<file path="src/rtl/mul_result_stage_if.sv">
// Handshake bundle between the multiplier result stage and its producer/consumer.
// slave is the stage's view; master is the view of the logic driving/consuming it.
interface mul_result_stage_if #(
  parameter int W     = 32,
  parameter int DEPTH = 2,
  parameter int CNT_W = 16
);
  localparam int CW = $clog2(DEPTH + 1);

  logic             in_valid;
  logic             in_ready;
  logic [2*W-1:0]   in_prod;
  logic             out_valid;
  logic             out_ready;
  logic [W-1:0]     out_lo;
  logic [W-1:0]     out_hi;
  logic             out_zero;
  logic             out_ovf;
  logic [CW-1:0]    count;
  logic [CNT_W-1:0] ovf_cnt;

  modport slave (
    input  in_valid, in_prod, out_ready,
    output in_ready, out_valid, out_lo, out_hi, out_zero, out_ovf, count, ovf_cnt
  );

  modport master (
    output in_valid, in_prod, out_ready,
    input  in_ready, out_valid, out_lo, out_hi, out_zero, out_ovf, count, ovf_cnt
  );
endinterface

</file>
<file path="src/rtl/mul_result_stage.sv">
// Buffers 2W-bit products in a DEPTH-entry FIFO, splits HI/LO, flags zero/overflow; head visible one edge after push,
// in_ready is registered (full blocks push even with a same-cycle pop). MUL_SAT_EN saturates out_lo on overflow.
module mul_result_stage #(
  parameter int W     = 32,
  parameter int DEPTH = 2,
  parameter int CNT_W = 16
) (
  input  logic                    clk,
  input  logic                    rst,
  mul_result_stage_if.slave       bus
);
  localparam int PW = (DEPTH > 1) ? $clog2(DEPTH) : 1;
  localparam int CW = $clog2(DEPTH + 1);

  logic [2*W-1:0]   prod_mem [DEPTH];
  logic             zero_mem [DEPTH];
  logic             ovf_mem  [DEPTH];
  logic [PW-1:0]    wr_ptr;
  logic [PW-1:0]    rd_ptr;
  logic [CW-1:0]    cnt;
  logic [CNT_W-1:0] ovf_q;

  logic             not_full;
  logic             not_empty;
  logic             push;
  logic             pop;
  logic             in_ovf;
  logic             in_zero;

  assign not_full  = (cnt != CW'(DEPTH));
  assign not_empty = (cnt != '0);
  // Reset cycle completes no handshake, so both strobes are gated by rst.
  assign push      = bus.in_valid && not_full && !rst;
  assign pop       = bus.out_ready && not_empty && !rst;
  assign in_ovf    = |bus.in_prod[2*W-1:W];
  assign in_zero   = ~|bus.in_prod;

  always_ff @(posedge clk) begin
    if (push) begin
      prod_mem[wr_ptr] <= bus.in_prod;
      zero_mem[wr_ptr] <= in_zero;
      ovf_mem[wr_ptr]  <= in_ovf;
    end
  end

  always_ff @(posedge clk) begin
    if (rst) begin
      wr_ptr <= '0;
      rd_ptr <= '0;
      cnt    <= '0;
      ovf_q  <= '0;
    end else begin
      if (push) begin
        wr_ptr <= wr_ptr + PW'(1);
      end
      if (pop) begin
        rd_ptr <= rd_ptr + PW'(1);
      end
      if (push && !pop) begin
        cnt <= cnt + CW'(1);
      end else if (pop && !push) begin
        cnt <= cnt - CW'(1);
      end
      if (push && in_ovf && (ovf_q != {CNT_W{1'b1}})) begin
        ovf_q <= ovf_q + CNT_W'(1);
      end
    end
  end

  logic [2*W-1:0] head_prod;
  logic           head_zero;
  logic           head_ovf;
  logic [W-1:0]   lo_q;
  logic [W-1:0]   hi_q;

  always_comb begin
    head_prod = '0;
    head_zero = 1'b0;
    head_ovf  = 1'b0;
    if (not_empty) begin
      head_prod = prod_mem[rd_ptr];
      head_zero = zero_mem[rd_ptr];
      head_ovf  = ovf_mem[rd_ptr];
    end
    hi_q = head_prod[2*W-1:W];
`ifdef MUL_SAT_EN
    lo_q = head_ovf ? {W{1'b1}} : head_prod[W-1:0];
`else
    lo_q = head_prod[W-1:0];
`endif
  end

  assign bus.in_ready  = not_full;
  assign bus.out_valid = not_empty;
  assign bus.out_lo    = lo_q;
  assign bus.out_hi    = hi_q;
  assign bus.out_zero  = head_zero;
  assign bus.out_ovf   = head_ovf;
  assign bus.count     = cnt;
  assign bus.ovf_cnt   = ovf_q;
endmodule

</file>
<file path="src/flat_wrapper.sv">
// flat-port wrapper written by rule: the top's interface ports become plain ports
module mul_result_stage_flat 
#(
  parameter int W     = 32,
  parameter int DEPTH = 2,
  parameter int CNT_W = 16
)
  (clk, rst, bus_in_valid, bus_in_prod, bus_out_ready, bus_in_ready, bus_out_valid, bus_out_lo, bus_out_hi, bus_out_zero, bus_out_ovf, bus_count, bus_ovf_cnt);
  mul_result_stage_if #(.W(W), .DEPTH(DEPTH), .CNT_W(CNT_W)) bus_i ();
  input  logic clk;
  input  logic rst;
  input wire logic [$bits(bus_i.in_valid)-1:0] bus_in_valid;
  input wire logic [$bits(bus_i.in_prod)-1:0] bus_in_prod;
  input wire logic [$bits(bus_i.out_ready)-1:0] bus_out_ready;
  output wire logic [$bits(bus_i.in_ready)-1:0] bus_in_ready;
  output wire logic [$bits(bus_i.out_valid)-1:0] bus_out_valid;
  output wire logic [$bits(bus_i.out_lo)-1:0] bus_out_lo;
  output wire logic [$bits(bus_i.out_hi)-1:0] bus_out_hi;
  output wire logic [$bits(bus_i.out_zero)-1:0] bus_out_zero;
  output wire logic [$bits(bus_i.out_ovf)-1:0] bus_out_ovf;
  output wire logic [$bits(bus_i.count)-1:0] bus_count;
  output wire logic [$bits(bus_i.ovf_cnt)-1:0] bus_ovf_cnt;
  assign bus_i.in_valid = bus_in_valid;
  assign bus_i.in_prod = bus_in_prod;
  assign bus_i.out_ready = bus_out_ready;
  assign bus_in_ready = bus_i.in_ready;
  assign bus_out_valid = bus_i.out_valid;
  assign bus_out_lo = bus_i.out_lo;
  assign bus_out_hi = bus_i.out_hi;
  assign bus_out_zero = bus_i.out_zero;
  assign bus_out_ovf = bus_i.out_ovf;
  assign bus_count = bus_i.count;
  assign bus_ovf_cnt = bus_i.ovf_cnt;
  mul_result_stage #(.W(W), .DEPTH(DEPTH), .CNT_W(CNT_W)) u_core (.clk(clk), .rst(rst), .bus(bus_i));
endmodule
</file>
<file path="config.mk">
export PLATFORM = sky130hd
export DESIGN_NAME = mul_result_stage_flat
export DESIGN_NICKNAME = d
export VERILOG_FILES = /design/src/rtl/mul_result_stage_if.sv /design/src/rtl/mul_result_stage.sv /design/src/flat_wrapper.sv
export SDC_FILE = /design/constraint.sdc
export NUM_CORES = 1
export LEC_CHECK = 0
export ABC_AREA = 0
export CAP_MARGIN = 0
export CORE_MARGIN = 2
export CORE_UTILIZATION = 49
export CTS_CLUSTER_SIZE = 8
export DETAILED_ROUTE_END_ITERATION = 8
export PLACE_DENSITY = 0.8
export SYNTH_ARGS = -nofsm -noshare
export SYNTH_HDL_FRONTEND = slang
export SYNTH_SLANG_ARGS = --single-unit
</file>
<file path="constraint.sdc">
create_clock -name clk -period 5.1 [get_ports clk]
set_clock_uncertainty 0.15 [all_clocks]
set_input_delay 0.765 -clock clk [delete_from_list [all_inputs] [get_ports clk]]
set_output_delay 0.765 -clock clk [all_outputs]
set_load 0.05 [all_outputs]
</file>
==> results of run 1 <==
==> worst paths after layout <==
check,end,slack [ns],startpoint
min,u_core.rd_ptr$_SDFFE_PP0P_,0.36,u_core.rd_ptr$_SDFFE_PP0P_
max reg2reg,u_core.bus.count[1]$_SDFFE_PP0P_,2.55,u_core.bus.count[0]$_SDFFE_PP0P_
min reg2reg,u_core.rd_ptr$_SDFFE_PP0P_,0.36,u_core.rd_ptr$_SDFFE_PP0P_
max,bus_out_hi[31],1.37,u_core.bus.count[0]$_SDFFE_PP0P_
==> stage by stage <==
step	worst slack [ns]	util	hold slack (ns)	area, sq um
global route	1.15	0.695	0.402	8410
CTS	1.34	0.695	0.360	8410
floorplan	0.449	-	0.322	6110
finish	1.37	0.695	0.363	8410
global placement	1.50	0.647	0.348	7840
detailed placement	1.40	0.647	0.345	7840
==> tightest hold or removal path: stages, from the launching register on <==
cell and delay, ns:
dfxtp_1 0.32, xor2_1 0.08, nor2_1 0.07
==> sequential cells by signal (all words and copies together) (netlist names), named ones only <==
| signal | count |
|---|---|
| u_core.prod_mem | 128 |
| u_core.bus.ovf_cnt | 16 |
| u_core.zero_mem | 2 |
| u_core.rd_ptr | 1 |
| u_core.bus.count | 2 |
| u_core.wr_ptr | 1 |
| u_core.ovf_mem | 2 |
==> per-layer routing <==
metal  vias to the layer above  track usage  routed length (um)
met5                         -            0                   0
li1                       1918            -                   -
met3                         9       0.0701                1070
met2                       187        0.315                6300
met4                         0       0.0635                 102
met1                      1936        0.278                5580
==> layout make-up <==
class                           instances  area (sq um)  area share
Tap cell                              168           210      0.0250
Inverter                                5          18.8     0.00223
Sequential cell                       153          4390       0.521
Clock buffer                           17           425      0.0506
Multi-Input combinational cell        246          1630       0.194
Clock inverter                         15           151      0.0180
Timing Repair Buffer                  157          1590       0.189
==> report_power, final <==
| part | internal (mW) | switching [mW] |
|---|---|---|
| clock | 0.719 | 0.484 |
| combinational | 0.376 | 0.699 |
| sequential | 1.43 | 0.0759 |
==> Yosys cell counts (2+ instances only) <==
cell	count	area [sq um]
inv_1	4	15.0
dfxtp_1	21	420
buf_2	8	40.0
nand3_1	8	40.0
o31ai_1	5	37.5
nand4_1	9	56.3
nand3_2	2	20.0
o311ai_0	3	26.3
xor2_1	3	26.3
buf_1	3	11.3
o41ai_1	2	17.5
nor4_1	18	113
nor2_1	79	297
mux2i_1	68	681
edfxtp_1	132	3960
a21oi_1	9	45.0
mux2_2	2	22.5
nor2b_1	2	12.5
nand2_1	10	37.5
ha_1	2	25.0
clkbuf_1	10	37.5
or4_1	6	45.0
o21ai_0	4	20.0
nor3_1	2	10.0
or3_1	4	25.0
==> cells by family after synthesis <==
family / Yosys count
compound gates: 25
xor+xnor: 4
fa+ha+maj: 2
buf+inv: 26
flops: 153
mux: 70
simple gates: 145
==> flow_summary.rst, run 1 <==
.. list-table::
   :header-rows: 1

   * - Metric
     - Value
   * - Clk Tree Root Cell
     - clkbuf_16
   * - Clock-pin slew of the registers on the worst-case setup and hold paths
     - 0.06 ns
   * - CP top delay family
     - buffers and inverters
   * - Cell depth of the worst flop-to-flop path
     - 6
   * - Crit path buffers/inverters
     - 2
   * - Register area share after synthesis
     - 0.718
   * - Adder and majority cell fraction of the synthesized area
     - 0.00410
   * - Clock tree from TritonCTS
     - yes
   * - Final setup violation count
     - 0
   * - Syn Nets
     - 495
   * - Power density of the placed cells
     - 450 mW/mm^2
   * - Final cell count without fillers
     - 761
   * - Number of instances in the placed design
     - 729
   * - Dominant combinational cell family by area after synthesis
     - multiplexers
   * - Commonest cells after routing, fill and taps aside
     - clkdlybuf4s50_1, edfxtp_1, nor2_1, mux2i_1, dfxtp_1
   * - Synth unique cells
     - 34
   * - Number of diodes
     - 0
   * - Master of the slowest instance on the critical path
     - nor2_4
   * - Pin count of the biggest net entering global routing
     - 67
   * - Leak
     - 2.71 nW
   * - Leading cell type in the layout, fill and taps excluded
     - clkdlybuf4s50_1
   * - RSZ-0062 raised after global routing
     - no
   * - Detailed-placement wirelength estimate
     - 8750 um
   * - DRC
     - 0
   * - Fraction of the mapped netlist area in compound gates
     - 0.0268
   * - Yosys Warn Count
     - 0
   * - Avg Inst Size Synth
     - 14.4 sq um
   * - Kind of end point of the critical path
     - primary output
   * - Fmax achieved
     - 268 MHz
   * - Layout area overhead
     - 37.7%
   * - Via count
     - 4050
   * - Outcome
     - finished clean
   * - PnR Total Power
     - 3.79 mW
   * - Insertion delay to the later sink of the worst-skew pair
     - 0.41 ns
   * - Ys flop type
     - edfxtp_1
   * - Async S/R FF share, synth
     - 0
   * - Critical path launch point type
     - register
   * - Required time of the critical path
     - 4.18 ns
   * - Fill cell instance count of the final layout
     - 844
   * - Cts bufs inserted
     - 17
   * - Routed Antenna Nets
     - 0
   * - Number of global-route vias before repair
     - 3966
   * - Crit-path max FO
     - 39
   * - Depth of the critical timing path with buffers and inverters included
     - 4
   * - Final cycle utilization of the critical path
     - 0.731
   * - Iter 0 DRT Violations
     - 234
   * - Via/cell ratio
     - 5.32
   * - Fin. Hold Viols
     - 0
   * - Post-synthesis cell area
     - 0.00611 sq mm
   * - Number of cell rows
     - 40
   * - Effective utilization at floorplan
     - 0.504
   * - Setup CP Type
     - register to primary output
   * - Global router's overall resource usage
     - 0.205
   * - Pins over their slew limit
     - 0
   * - Area of the die
     - 0.0134 sq mm
   * - Cell count after synthesis
     - 425
   * - Xor-xnor portion of the synthesized cell area
     - 0.00573
   * - Critical path cell sequence
     - nor2_4 > buf_4 > nor2_1 > clkdlybuf4s50_1
   * - Cell depth of the worst hold path
     - 2
   * - Basic-gate share of the synthesized area counting and, or, nand and nor cells
     - 0.113
   * - Synth Register Bits
     - 153
   * - Number of antenna violations at the first check in global routing
     - 0
   * - Path type of the worst min-delay path
     - register to register
   * - Number of resized instances in the post-cts repair step
     - 0
   * - Worst-Margin Slew
     - 1.15 ns
   * - Number of buffer cells added on primary ports
     - 153
   * - Fraction of synthesized area in multiplexers
     - 0.115
   * - Max rail drop VDD
     - 0.354 mV
   * - Post-layout minimum cycle time
     - 3.73 ns
   * - Number of nets at the end of the flow
     - 650
   * - Number of I/O pins
     - 154
   * - Longest Clk Path Bufs
     - 2
   * - Routability congestion estimate from global placement
     - 0.892
   * - Total wirelength of the detailed-routed design
     - 13100 um
   * - Y dimension of the die
     - 116 um
   * - TritonCTS sink count
     - 153
   * - Data arrival time of the critical path
     - 2.81 ns
   * - Maxcap violations
     - 0
   * - Slew margin rel.
     - 0.234
   * - Number of buffers inserted by post-CTS setup repair
     - 0
   * - Global-route wire length before repair
     - 20600 um
   * - Total congestion overflow after global routing
     - 0
   * - DIE WIDTH
     - 116 um
   * - Peak per-stage delay on the critical path
     - 0.79 ns
   * - Drt wl/cell
     - 17.2 um
   * - Post-synth EDFFs
     - 132
   * - Placeable core area
     - 0.0121 sq mm
   * - Number of search-and-repair iterations in the first detailed-routing pass
     - 5
   * - Number of levels the H-tree was split into
     - 4
   * - Hold buffer count at CTS
     - 0
   * - Fin Setup TNS
     - 0 ns
   * - Fraction of final layout cells sized beyond drive strength 1
     - 0.0725
No activity file was read; power rests on OpenSTA's default activity.
==> run 2, diff against run 1 <==
--- a/config.mk
+++ b/config.mk
@@ -8,10 +8,10 @@
 export ABC_AREA = 0
 export CAP_MARGIN = 0
 export CORE_MARGIN = 2
-export CORE_UTILIZATION = 49
+export CORE_UTILIZATION = 44
 export CTS_CLUSTER_SIZE = 8
 export DETAILED_ROUTE_END_ITERATION = 8
-export PLACE_DENSITY = 0.8
+export PLACE_DENSITY = 0.76
 export SYNTH_ARGS = -nofsm -noshare
 export SYNTH_HDL_FRONTEND = slang
 export SYNTH_SLANG_ARGS = --single-unit
==> constraint.sdc (replaced) <==
create_clock -name clk -period 3.3 [get_ports clk]
set_clock_uncertainty 0.15 [all_clocks]
set_input_delay 0.495 -clock clk [delete_from_list [all_inputs] [get_ports clk]]
set_output_delay 0.495 -clock clk [all_outputs]
set_load 0.05 [all_outputs]
==> flow_summary.rst, run 2 (synthesis results as in run 1) <==
.. list-table::
   :header-rows: 1

   * - Metric
     - Value
   * - Fin Setup TNS
     - 0 ns (unchanged)
   * - Maxcap violations
     - 0 (unchanged)
   * - Drt wl/cell
     - 17.8 um (was 17.2 um)
   * - Routed Antenna Nets
     - 0 (unchanged)
   * - Total wirelength of the detailed-routed design
     - 13900 um (was 13100 um)
   * - Data arrival time of the critical path
     - 2.46 ns (was 2.81 ns)
   * - Peak per-stage delay on the critical path
     - 0.83 ns (was 0.79 ns)
   * - Switching part of the total
     - 0.341 (was 0.333)
   * - Crit-path max FO
     - 30 (was 39)
   * - Required time of the critical path
     - 2.65 ns (was 4.18 ns)
   * - Number of global-route vias before repair
     - 4162 (was 3966)
   * - Commonest cells after routing, fill and taps aside
     - clkdlybuf4s50_1, edfxtp_1, nor2_1, mux2i_1, dfxtp_1 (unchanged)
   * - Register cell area after layout
     - 0.00439 sq mm (unchanged)
   * - Number of antenna violations at the first check in global routing
     - 0 (unchanged)
   * - Number of flip-flops in the largest register
     - 128 (unchanged)
   * - Pin count of the biggest net entering global routing
     - 37 (was 67)
   * - Kind of end point of the critical path
     - primary output (unchanged)
   * - Leading cell type in the layout, fill and taps excluded
     - clkdlybuf4s50_1 (unchanged)
   * - Crit path buffers/inverters
     - 3 (was 2)
   * - Via count
     - 4154 (was 4050)
   * - Via/cell ratio
     - 5.31 (was 5.32)
   * - Area of the die
     - 0.0148 sq mm (was 0.0134 sq mm)
   * - Fill cell instance count of the final layout
     - 1071 (was 844)
   * - Final setup violation count
     - 0 (unchanged)
   * - Fin. Hold Viols
     - 0 (unchanged)
   * - Number of levels the H-tree was split into
     - 4 (unchanged)
   * - Insertion delay to the later sink of the worst-skew pair
     - 0.41 ns (about the same)
   * - Critical path launch point type
     - register (unchanged)
   * - Worst-Margin Slew
     - 0.571 ns (was 1.15 ns)
   * - Post-layout minimum cycle time
     - 3.10 ns
   * - Fraction of final layout cells sized beyond drive strength 1
     - 0.0864 (was 0.0725)
   * - Combinational cell fraction of total power
     - 0.301 (was 0.284)
   * - Register with the highest flop count
     - u_core.prod_mem (unchanged)
   * - RSZ-0062 raised after global routing
     - no (unchanged)
   * - Detailed-placement wirelength estimate
     - 9280 um (was 8750 um)
   * - Leak
     - 2.75 nW (was 2.71 nW)
   * - Number of nets at the end of the flow
     - 659 (was 650)
   * - Effective utilization at floorplan
     - 0.445 (was 0.504)
   * - Slew margin rel.
     - 0.619 (was 0.234)
   * - DIE WIDTH
     - 122 um (was 116 um)
   * - Number of I/O pins
     - 154 (unchanged)
   * - Clock-pin slew of the registers on the worst-case setup and hold paths
     - 0.06 ns (about the same)
   * - Number of cell rows
     - 43 (was 40)
   * - Fraction of power consumed by the clock network
     - 0.310 (was 0.318)
   * - Clk Tree Root Cell
     - clkbuf_16 (unchanged)
   * - Number of search-and-repair iterations in the first detailed-routing pass
     - 5 (unchanged)
   * - Sequential group share of total power
     - 0.389 (was 0.398)
   * - Critical path cell sequence
     - nor2_4 > buf_12 > buf_4 > nor2_1 > clkdlybuf4s50_1 (was nor2_4 > buf_4 > nor2_1 > clkdlybuf4s50_1)
   * - Outcome
     - finished clean (unchanged)
   * - Y dimension of the die
     - 122 um (was 116 um)
   * - Smallest hold slack
     - 0.372 ns (was 0.363 ns)
   * - Power density of the placed cells
     - 692 mW/mm^2 (was 450 mW/mm^2)
   * - Final cycle utilization of the critical path
     - 0.940
   * - TritonCTS sink count
     - 153 (unchanged)
   * - Internal Power
     - 3.88 mW (was 2.53 mW)
   * - Number of buffer cells added on primary ports
     - 153 (unchanged)
   * - Layout area overhead
     - 39.1% (was 37.7%)
   * - Routability congestion estimate from global placement
     - 0.859 (was 0.892)
   * - Fmax achieved
     - 322 MHz
   * - Global-route wire length before repair
     - 21700 um (was 20600 um)
   * - Area occupied by multi-input gates
     - 0.00165 sq mm (was 0.00163 sq mm)
   * - Pins over their slew limit
     - 0 (unchanged)
   * - DRC
     - 0 (unchanged)
   * - Number of diodes
     - 0 (unchanged)
   * - Iter 0 DRT Violations
     - 317 (was 234)
   * - Global router's overall resource usage
     - 0.193 (was 0.205)
   * - Path type of the worst min-delay path
     - register to register (unchanged)
   * - Setup CP Type
     - register to primary output (unchanged)
   * - Placeable core area
     - 0.0137 sq mm (was 0.0121 sq mm)
   * - Worst R2R Setup Slack
     - 0.74 ns (was 2.55 ns)
   * - Clock tree from TritonCTS
     - yes (unchanged)
   * - Cts bufs inserted
     - 17 (unchanged)
   * - Max rail drop VDD
     - 0.358 mV (was 0.354 mV)
   * - Psw
     - 2.01 mW (was 1.26 mW)
   * - Total congestion overflow after global routing
     - 0 (unchanged)
   * - CP top delay family
     - buffers and inverters (unchanged)
   * - Longest Clk Path Bufs
     - 2 (unchanged)
   * - Master of the slowest instance on the critical path
     - clkdlybuf4s50_1 (was nor2_4)
run 2: cell types whose count changed in the layout (fill, tap and decap cells not counted):
cell,delta
clkinv_4,-3
inv_6,+3
clkinv_2,-1
nor2_4,+1
bufinv_16,-1
inv_8,+2
buf_12,+1
buf_4,+7
run 2: what timing repair did:
item                       4_1_cts  5_1_grt
resized for setup                0        1
hold buffers                     0        0
pin swaps                        1        1
setup buffers                    0        2
setup endpoints to repair       30       31
gates cloned                     1        0
run 2: tightest hold or removal path, stage by stage (launching register included):
cell	delay [ns]
dfxtp_1	0.33
xor2_1	0.08
nor2_1	0.07
run 2: layout make-up:
cell class / instances / area share
Sequential cell: 153 / 0.516
Timing Repair Buffer: 165 / 0.195
Multi-Input combinational cell: 247 / 0.194
Clock buffer: 17 / 0.0500
Tap cell: 180 / 0.0265
Clock inverter: 15 / 0.0163
Inverter: 5 / 0.00221
run 2: through the flow:
step                 util  power, mW  std cells  cell area (sq um)  setup slack (ns)
finish              0.620       5.89        782               8500             0.198
global route        0.620       6.12        782               8500            0.0895
CTS                 0.617       5.91        780               8470            0.0444
detailed placement  0.576       4.06        747               7900             0.240
global placement    0.576       4.04        747               7900             0.360
floorplan               -       3.43        425               6120             0.444
run 2: layer usage:
layer | global-route usage | vias to the layer above | routed length, um
met4 | 0.0481 | 0 | 97
met2 | 0.319 | 185 | 6790
met1 | 0.258 | 2015 | 6070
li1 | - | 1942 | -
met3 | 0.0459 | 12 | 976
met5 | 0 | - | 0
run 2: path summary, 6_finish.rpt:
check,end,startpoint,cells after the start
setup reg to reg,u_core.bus.ovf_cnt[13]$_SDFFE_PP0P_,u_core.bus.count[0]$_SDFFE_PP0P_,6
setup / recovery,bus_out_hi[21],u_core.bus.count[0]$_SDFFE_PP0P_,5
hold / removal,u_core.rd_ptr$_SDFFE_PP0P_,u_core.rd_ptr$_SDFFE_PP0P_,2
hold reg to reg,u_core.rd_ptr$_SDFFE_PP0P_,u_core.rd_ptr$_SDFFE_PP0P_,2
run 2: power by group through the flow:
stage	Combinational, mW	Clock [mW]	Sequential (mW)
2_1_floorplan	1.13	0	2.30
3_3_place_gp	1.72	0	2.32
3_5_place_dp	1.74	0	2.32
4_1_cts	1.76	1.87	2.29
5_1_grt	1.86	1.96	2.30
6_report	1.77	1.83	2.29
==> run 3, diff against run 2 <==
--- a/config.mk
+++ b/config.mk
@@ -9,7 +9,6 @@
 export CAP_MARGIN = 0
 export CORE_MARGIN = 2
 export CORE_UTILIZATION = 44
-export CTS_CLUSTER_SIZE = 8
 export DETAILED_ROUTE_END_ITERATION = 8
 export PLACE_DENSITY = 0.76
 export SYNTH_ARGS = -nofsm -noshare
==> results of run 3 <==
Same layout as run 2: the final DEF is identical, and so are final timing and power.
